--- config.mk ---
export PLATFORM = sky130hd
export DESIGN_NAME = uart_cmd_parser
export DESIGN_NICKNAME = d
export VERILOG_FILES = /design/src/rtl/uart_cmd_parser.sv
export SDC_FILE = /design/constraint.sdc
export NUM_CORES = 1
export LEC_CHECK = 0
export BUFFER_PORTS_ARGS = -buffer_cell sky130_fd_sc_hd__buf_4
export CAP_MARGIN = 20
export CORE_MARGIN = 3
export CORE_UTILIZATION = 60
export CTS_CLUSTER_DIAMETER = 30
export DETAILED_ROUTE_END_ITERATION = 8
export PLACE_DENSITY = 0.83
export SLEW_MARGIN = 0
export SYNTH_ARGS = -nofsm -noshare
export SYNTH_HDL_FRONTEND = slang
export SYNTH_SLANG_ARGS = --single-unit
export TNS_END_PERCENT = 5
--- constraint.sdc ---
create_clock -name clk_50mhz -period 2.9 [get_ports clk_50mhz]
set_input_delay 0.145 -clock clk_50mhz [delete_from_list [all_inputs] [get_ports clk_50mhz]]
set_output_delay 0.145 -clock clk_50mhz [all_outputs]
set_load 0.01 [all_outputs]
--- src/rtl/uart_cmd_parser.sv ---
// ASCII command-line parser between the UART RX FIFO and the PWM core.
// Accepts "F<dec>" / "D<dec>" lines and drives the PWM configuration registers.
module uart_cmd_parser #(
  parameter int DEFAULT_FREQ_HZ = 1000,
  parameter int DEFAULT_DUTY    = 50,
  parameter int MAX_FREQ_HZ     = 1_000_000,
  parameter int MAX_DIGITS      = 7
) (
  input  logic        clk_50mhz,
  input  logic        rst,
  input  logic [7:0]  fifo_data,
  input  logic        fifo_empty,
  input  logic        eos_flag,
  output logic        fifo_read,
  output logic [23:0] freq_hz,
  output logic [6:0]  duty_pct,
  output logic        cfg_update,
  output logic        cmd_error,
  output logic [1:0]  err_code,
  output logic        busy
);

  typedef enum logic [1:0] {S_CMD, S_DIGITS, S_FLUSH, S_CHECK} state_t;

  localparam logic [1:0] E_SYNTAX = 2'd0;
  localparam logic [1:0] E_RANGE  = 2'd1;
  localparam logic [1:0] E_DIGITS = 2'd2;
  localparam logic [1:0] E_EMPTY  = 2'd3;

  state_t      state;
  logic        is_freq;
  logic [27:0] acc;
  logic [3:0]  ndig;
  logic        eos_d;
  logic        pop_d;
  logic        eos_rise;
  logic        pop;
  logic        is_term;
  logic        is_digit;
  logic        is_f;
  logic        is_d;
  logic [27:0] acc_next;

  assign eos_rise = eos_flag & ~eos_d;
  assign is_term  = (fifo_data == 8'h0D) || (fifo_data == 8'h0A);
  assign is_digit = (fifo_data >= 8'h30) && (fifo_data <= 8'h39);
  assign is_f     = (fifo_data == 8'h46) || (fifo_data == 8'h66);
  assign is_d     = (fifo_data == 8'h44) || (fifo_data == 8'h64);
  // ASCII '0'..'9' carry the digit value in the low nibble
  assign acc_next = (acc << 3) + (acc << 1) + {24'd0, fifo_data[3:0]};
  assign busy     = (state != S_CMD);
  assign fifo_read = pop;

  // Pop at most every other cycle; an eos rise suppresses the pop so the
  // next line's first byte is not swallowed while the current line closes.
  always_comb begin
    pop = 1'b0;
    if (!fifo_empty && !pop_d) begin
      case (state)
        S_CMD:             pop = 1'b1;
        S_DIGITS, S_FLUSH: pop = ~eos_rise;
        default:           pop = 1'b0;
      endcase
    end
  end

  always_ff @(posedge clk_50mhz) begin
    if (rst) begin
      state      <= S_CMD;
      is_freq    <= 1'b0;
      acc        <= '0;
      ndig       <= '0;
      eos_d      <= 1'b0;
      pop_d      <= 1'b0;
      freq_hz    <= 24'(DEFAULT_FREQ_HZ);
      duty_pct   <= 7'(DEFAULT_DUTY);
      cfg_update <= 1'b0;
      cmd_error  <= 1'b0;
      err_code   <= E_SYNTAX;
    end else begin
      eos_d      <= eos_flag;
      pop_d      <= pop;
      cfg_update <= 1'b0;
      cmd_error  <= 1'b0;
      case (state)
        S_CMD: begin
          if (pop) begin
            if (is_f || is_d) begin
              is_freq <= is_f;
              acc     <= '0;
              ndig    <= '0;
              state   <= S_DIGITS;
            end else if (!is_term) begin
              cmd_error <= 1'b1;
              err_code  <= E_SYNTAX;
              state     <= S_FLUSH;
            end
          end
        end
        S_DIGITS: begin
          if (eos_rise) begin
            state <= S_CHECK;
          end else if (pop) begin
            if (is_digit) begin
              if (ndig == 4'(MAX_DIGITS)) begin
                cmd_error <= 1'b1;
                err_code  <= E_DIGITS;
                state     <= S_FLUSH;
              end else begin
                acc  <= acc_next;
                ndig <= ndig + 4'd1;
              end
            end else if (is_term) begin
              state <= S_CHECK;
            end else begin
              cmd_error <= 1'b1;
              err_code  <= E_SYNTAX;
              state     <= S_FLUSH;
            end
          end
        end
        S_FLUSH: begin
          if (eos_rise || (pop && is_term))
            state <= S_CMD;
        end
        S_CHECK: begin
          state <= S_CMD;
          if (ndig == 4'd0) begin
            cmd_error <= 1'b1;
            err_code  <= E_EMPTY;
          end else if (is_freq) begin
            if (acc == 28'd0 || acc > 28'(MAX_FREQ_HZ)) begin
              cmd_error <= 1'b1;
              err_code  <= E_RANGE;
            end else begin
              freq_hz    <= acc[23:0];
              cfg_update <= 1'b1;
            end
          end else begin
            if (acc > 28'd100) begin
              cmd_error <= 1'b1;
              err_code  <= E_RANGE;
            end else begin
              duty_pct   <= acc[6:0];
              cfg_update <= 1'b1;
            end
          end
        end
        default: state <= S_CMD;
      endcase
    end
  end

endmodule

[Yosys cells after proc, flatten, opt, wreduce, memory -nomap -nowiden]
Cells that the tools add are included.
Storage, ports and cells
  bits in registers: 72
  bits of input ports: 12
  output and inout port bits: 37
  logic and storage cells: 127
Operators by class
  add/sub/neg operators: 3
  magnitude comparators: 4
  equality and inequality tests: 24
  mux-type cells: 52
  bitwise logic cells: 8
  reduce and logical (&&, ||, !) cells: 25
Operators with widths (number)
  two-way mux 28 bit: 6
  case mux 28 bit (2 select lines): 1
  two-way mux 2 bit: 18
  == test 8 x 7 -> 1 bit (second input constant): 4
  adder 28 bit: 1
  adder 28 x 4 -> 28 bit: 1
  > comparator 28 x 20 -> 1 bit (second input constant): 1
  > comparator 28 x 7 -> 1 bit (second input constant): 1
  logical NOT 28 bit: 1
  two-way mux 4 bit: 6
  == test 8 x 4 -> 1 bit (second input constant): 2
  two-way mux 1 bit: 16
  inequality test 2 bit (second input constant): 8
  inequality test 4 bit (second input constant): 3
  inequality test 3 bit (second input constant): 3
  >= comparator 8 x 6 -> 1 bit (second input constant): 1
  <= comparator 8 x 6 -> 1 bit (second input constant): 1
  case mux 2 bit (4 select lines): 1
  case mux 4 bit (2 select lines): 1
  AND reduction 4 bit: 2
  AND reduction 8 bit: 1
  inverter 1 bit: 7
  AND reduction 7 bit: 1
  logical OR 1 bit: 6
  18 further kinds: 23

[Depth between registers and ports, before layout]
Gate-level depths: netlist of run 1.
  depth after elaboration: 9
  gate-level depth with buffers: 11
  mapped depth without buffers: 11

[Worst setup path after synthesis of run 1]
OpenSTA, ideal clock, no wires.
  path type: register to register
  start point: reg acc[0]
  end point: reg acc[21]
  setup time: 0.129 ns
  data arrival time: 2.526 ns
  required time: 2.771 ns
  setup slack: 0.246 ns
  stages on the path, launching flop included: 12
  buffers on the path: 0
  clock period less this slack: 2.654 ns
  path through: dfxtp_1 -> inv_1 -> fa_1 -> inv_1 -> ha_1 -> a21oi_1 -> nor2_1 -> o21ai_0 -> nand2_1 -> a221oi_1 -> xor2_1 -> o21ai_0
Between the ends
  longest elaborated chain between the ends: 7
Ends and longest elaborated chain
  from (decl): line 32  | logic [27:0] acc;
  from (signal assigned): line 110  | acc <= acc_next;
  adder 28 bit: line 50  | assign acc_next = (acc << 3) + (acc << 1) + {24'd0, fifo_data[3:0]};
  adder 28 x 4 -> 28 bit: line 50
  two-way mux 28 bit: line 105  | if (ndig == 4'(MAX_DIGITS)) begin
  two-way mux 28 bit: line 104  | if (is_digit) begin
  two-way mux 28 bit: line 103  | end else if (pop) begin
  two-way mux 28 bit: line 101  | if (eos_rise) begin
  case mux 28 bit (2 select lines): line 85  | case (state)
No other way between the ends. The select of a mux whose other input is x is not followed.
A chain may end at the register's enable or synchronous reset.

[Worst setup path after layout of run 1]
  start point: reg acc[2]
  end point: reg acc[26]
The elaborated chain is that of the path after synthesis.

==> impl_metrics.toml, run 1 <==
[run_status]
status = "finished clean"

[routing]
drtPass1Iterations = 7
vias = 4553
routed_wl_um = 12400
ant_nets = 0
drcViolationCount = 0
drt-wirelength-per-cell_um = 16.9
drt_iter0_drc = 445
viasPerCell = 6.19

[critical_path]
r2r_start = "acc[2]$_SDFFE_PP0P_"
worstPathMaxFanout = 7
cp_data_arrival_time_ns = 2.94
path_class = "reg2reg"
worst_ep_required_time_ns = 3.13
start_kind = "flop"
cp-end-kind = "flop"
worstSetupStartpoint = "acc[2]$_SDFFE_PP0P_"

[final_layout]
layout.cells.most_common_list = "102 x nand2_1, 70 x dfxtp_1, 63 x buf_4"
diodes = 0
area_delta_synth_final_pct = 14.7
fin_cells = 736
fin_nets = 702
final_common_cell = "nand2_1"
layout-drive-gt1-share_pct = 13.8

[hold_path]
worst_hold_startpoint = "eos_flag"
min_path_type = "in2reg"

[sta]
fin_skew_ns = 0.0135
tightest_slew_ns = 0.738
final_max_slew_viol_count = 0
finalCritPeriodShare_pct = 93.6
period_minus_slack_ns = 2.72
whs_ns = 0.0358
rsz0062_at_grt = "no"
fmax_ghz = 0.368
setup_viol = 0
finalHoldViolCount = 0
slew_headroom_pct = 50.7
final.setup.tns_ns = 0

[clock_tree]
clockBufferDepth = 2
clock_sinks = 72
cts_buffers = 9
cts_hold_buf = 0
clock_latency_ns = 0.36
clk_pin_slew_ns = 0.09
cts_setup_buffers = 0
cts_max_level = 3
cts_root_buffer = "clkbuf_8"
cts_tree = "done"

[place]
gp_congestion = 0.924
dp_hpwl_um = 9310
port_buffers = 48
place_inst = 720

[power]
leakage_nw = 2.39
vdd_drop_max_v = 0.000344
p_per_area_nw_per_um2 = 470

[flow_run]
max_cap_violations = 0

[yosys]
synth_xor_area_share_pct = 4.15
ys_warn_count = 0
synthMuxAreaShare_pct = 1.08
synth_compound_area_share_pct = 20.7
yosys.area_share.simple_pct = 23.6
async_flop_share_pct = 0
synth_edf_count = 0
synth_top_cell_by_area = "dfxtp_1"
yosysSeqAreaShare_pct = 31.1
netlist_area_um2 = 4640
synth_adder_area_share_pct = 16.0
synth_cell_types = 60
synth.top_cell.area_share_pct = 31.1
netlist_instances = 583
syn_area_per_cell_um2 = 7.96
synth_seq_cells = 72
synth.area.top_cells = "dfxtp_1 31%, ha_1 15%, nand2_1 8.2%"
synth-main-ff-cell = "dfxtp_1"
syn_nets = 653
synth_top_family_by_area = "simple AND/OR/NAND/NOR gates"

[grt]
grt_pass1_wl_um = 20100
grt_overflow = 0
grt_max_degree = 62
antenna_found_initial = 0
grt_usage_pct = 28.7
grt_pass1_vias = 4274

[floorplan]
die_h_um = 94.0
core-area_um2 = 7370
io_pins = 49
rows = 31
initial_utilization_pct = 63.0
dieWidth_um = 94.0
die_area_um2 = 8830
[flip-flops by register name, summed over array words and instances, names as in the netlist]
signal	cells
ndig	4
pop_d	1
is_freq	1
cfg_update	1
duty_pct	7
err_code	2
freq_hz	24
cmd_error	1
eos_d	1
acc	28
state	2
[worst paths after layout]
path                                                 end  slack [ns]  cells after the start
worst min-delay path                    eos_d$_SDFF_PP0_        0.04                      2
worst max-delay path                acc[26]$_SDFFE_PP0P_        0.18                     11
worst min register to register  freq_hz[13]$_SDFFE_PP0P_        0.46                      2
worst max register to register      acc[26]$_SDFFE_PP0P_        0.18                     11
[logic make-up (layout without fill, tap and decap cells)]
group / Yosys count / count (layout)
AO/OA/AOI/OAI: 155 / 155
XOR/XNOR: 22 / 22
adder cells (fa/ha/maj): 58 / 58
buffers and inverters: 40 / 94
flip-flops: 72 / 72
multiplexers: 5 / 5
AND/OR/NAND/NOR: 231 / 231
[layer usage]
metal | wire length (um) | track usage, %
met1 | 5560 | 38.1
met2 | 5700 | 46.4
met3 | 880 | 4.89
met4 | 307 | 11.0
met5 | 0 | 0
[worst max-delay path, cell delays in order (launching register included)]
cell and delay (ns):
dfxtp_2 0.38, inv_1 0.07, fa_1 0.47, inv_1 0.06, fa_1 0.47, nand3_1 0.13
nand2_1 0.09, a21oi_1 0.25, o41ai_2 0.15, a41oi_1 0.27, xor2_1 0.18, o21ai_1 0.07
[through the flow]
step / setup WS, ns / cell area, um2 / utilization [%] / total power, mW
finish: 0.184 / 5320 / 72.2 / 2.50
global route: 0.000618 / 5320 / 72.2 / 2.59
CTS: 0.0167 / 5310 / 72.0 / 2.47
detailed placement: 0.0756 / 5130 / 69.7 / 1.76
global placement: 0.201 / 5130 / 69.7 / 1.74
floorplan: 0.246 / 4640 / - / 1.53
[synth_stat cells (all sizes together), types with 3 or more instances]
cell	count
nand2	102
dfxtp	72
ha	56
a21oi	55
nor2	43
o21ai	37
clkbuf	23
nand3	21
inv	15
xor2	12
xnor2	10
a31oi	9
a21o	8
nor2b	8
nor3	8
a211oi	7
nand3b	7
nor4	7
or3	6
mux2i	5
o31ai	5
a211o	4
and2	4
nand2b	4
nand4	4
nor3b	4
o211ai	4
a221oi	3
and3	3
o21bai	3
[power breakdown]
group	internal, mW	switching, mW	leakage, nW
clock network	0.313	0.417	0.0789
logic	0.234	0.493	1.73
registers	1.02	0.0257	0.582
total	1.56	0.936	2.39
[final cells by class]
type,count,area (um2)
multi-input cells,471,3050
fillers,602,2050
flip-flops and latches,72,1440
repair buffers,63,473
clock buffers,10,128
well taps,99,124
inverters,15,56.3
clock inverters,6,45.0
[what timing repair did]
item                                    CTS  global route
endpoints found under the setup margin    0             7
gates resized for setup                   0             4
hold endpoints to repair                  0             0
Note: power is estimated with default switching activity, not from simulation.
==> run 2, diff against run 1 <==
--- a/config.mk
+++ b/config.mk
@@ -11,7 +11,9 @@
 export CORE_UTILIZATION = 60
 export CTS_CLUSTER_DIAMETER = 30
 export DETAILED_ROUTE_END_ITERATION = 8
+export MAX_ROUTING_LAYER = met4
 export PLACE_DENSITY = 0.83
+export SETUP_SLACK_MARGIN = 0.2
 export SLEW_MARGIN = 0
 export SYNTH_ARGS = -nofsm -noshare
 export SYNTH_HDL_FRONTEND = slang
==> impl_metrics.toml, run 2 (same netlist as run 1, synthesis figures left out) <==
[hold_path]
min_path_type = "in2reg"

[routing]
viasPerCell = 6.22
drt-wirelength-per-cell_um = 17.1
drt_iter0_drc = 387
ant_nets = 0
vias = 4580
drtPass1Iterations = 5
routed_wl_um = 12600
drcViolationCount = 0

[run_status]
status = "finished clean"

[floorplan]
io_pins = 49
dieWidth_um = 94.0
initial_utilization_pct = 63.0
die_h_um = 94.0
rows = 31
die_area_um2 = 8830
core-area_um2 = 7370

[power]
p_per_area_nw_per_um2 = 482
leakage_nw = 2.41
vdd_drop_max_v = 0.000480

[final_layout]
fin_nets = 702
final_common_cell = "nand2_1"
reg_top3 = "acc x28, freq_hz x24, duty_pct x7"
utilization_pct = 73.4
diodes = 0
area_delta_synth_final_pct = 16.6
layout.cells.most_common_list = "102 x nand2_1, 71 x dfxtp_1, 63 x buf_4"
layout-drive-gt1-share_pct = 15.9
multi_input_area_um2 = 3110
seqCellArea_um2 = 1450
fill_cells = 582
largest_reg_flops = 28
regMostFlops = "acc"

[sta]
rsz0062_at_grt = "yes"
finalHoldViolCount = 0
period_minus_slack_ns = 2.71
fin_skew_ns = 0.00861
slew_headroom_pct = 59.9
tightest_slew_ns = 0.602
final_max_slew_viol_count = 0
finalCritPeriodShare_pct = 93.3
setup_viol = 0
fmax_ghz = 0.370
final.setup.tns_ns = 0
whs_ns = 0.0186

[critical_path]
cp-end-kind = "flop"
start_kind = "flop"
path_cells = "inv_1 > fa_1 > inv_1 > ha_1 > a21oi_2 > nor2_1 > o21ai_0 > buf_4 > nand2_1 > a221oi_2 > xor2_1 > o21ai_0"
path_class = "reg2reg"
slowest_delay_ns = 0.51
worst_ep_required_time_ns = 3.14
critPathTopFamily = "adder cells"
cp_slowest_cell = "fa_1"
worstPathMaxFanout = 5
cp_data_arrival_time_ns = 2.95
path_buf_inv = 3

[grt]
grt_pass1_vias = 4277
grt_pass1_wl_um = 20400
antenna_found_initial = 0
grt_overflow = 0
grt_usage_pct = 29.6
grt_max_degree = 62

[clock_tree]
cts_tree = "done"
cts_root_buffer = "clkbuf_8"
cts_buffers = 9
clk_pin_slew_ns = 0.09
clock_latency_ns = 0.36
clock_sinks = 72
cts_setup_buffers = 0
cts_max_level = 3
clockBufferDepth = 2

[place]
dp_hpwl_um = 9170
port_buffers = 48
gp_congestion = 0.925

[flow_run]
max_cap_violations = 0
run 2: cell count changes in the layout (fill, tap and decap cells not counted), moves of 2 or more:
cell      previous run  this run
a21oi_1             54        51
a21oi_2              1         4
a221oi_1             3         1
a221oi_2             0         2
dfxtp_2              2         0
o21ai_0             36        34
o21ai_1              1         3
run 2: layout make-up:
cell class,instances,area share [%]
clock buffer,9,2.29
clock inverter,7,1.48
inverter,15,1.11
multi-input combinational,471,57.4
sequential,72,26.7
tap,99,2.29
timing repair buffer,63,8.74
run 2: worst paths after layout:
kind / cells after the start / endpoint / from / slack, ns
max reg2reg: 12 / acc[21]$_SDFFE_PP0P_ / acc[0]$_SDFFE_PP0P_ / 0.19
min reg2reg: 2 / freq_hz[14]$_SDFFE_PP0P_ / freq_hz[14]$_SDFFE_PP0P_ / 0.46
max: 12 / acc[21]$_SDFFE_PP0P_ / acc[0]$_SDFFE_PP0P_ / 0.19
min: 2 / eos_d$_SDFF_PP0_ / eos_flag / 0.02
run 2: timing repair:
item,CTS,global route
gates resized for setup,3,16
hold buffers,0,0
pin swaps,0,2
endpoints found under the setup margin,9,29
run 2: power breakdown:
part	switching (mW)	internal, mW
clock network	0.439	0.408
registers	0.0262	1.02
logic	0.483	0.237
run 2: per-layer routing:
layer,part of all wire (%),GRT usage (%),vias up
met2,45,45.0,223
met3,8.1,4.65,32
met1,44,39.4,2129
met5,0,-,-
met4,2.3,12.0,0
li1,-,-,2196
run 2: stage by stage:
stage	instances	total power, mW	setup slack, ns	instance area, um2
after floorplan	583	1.53	0.246	4640
after global placement	720	1.74	0.192	5130
after detailed placement	720	1.75	0.0411	5130
after CTS	736	2.59	0.196	5350
after global routing	736	2.73	0.0922	5410
final	736	2.61	0.194	5410
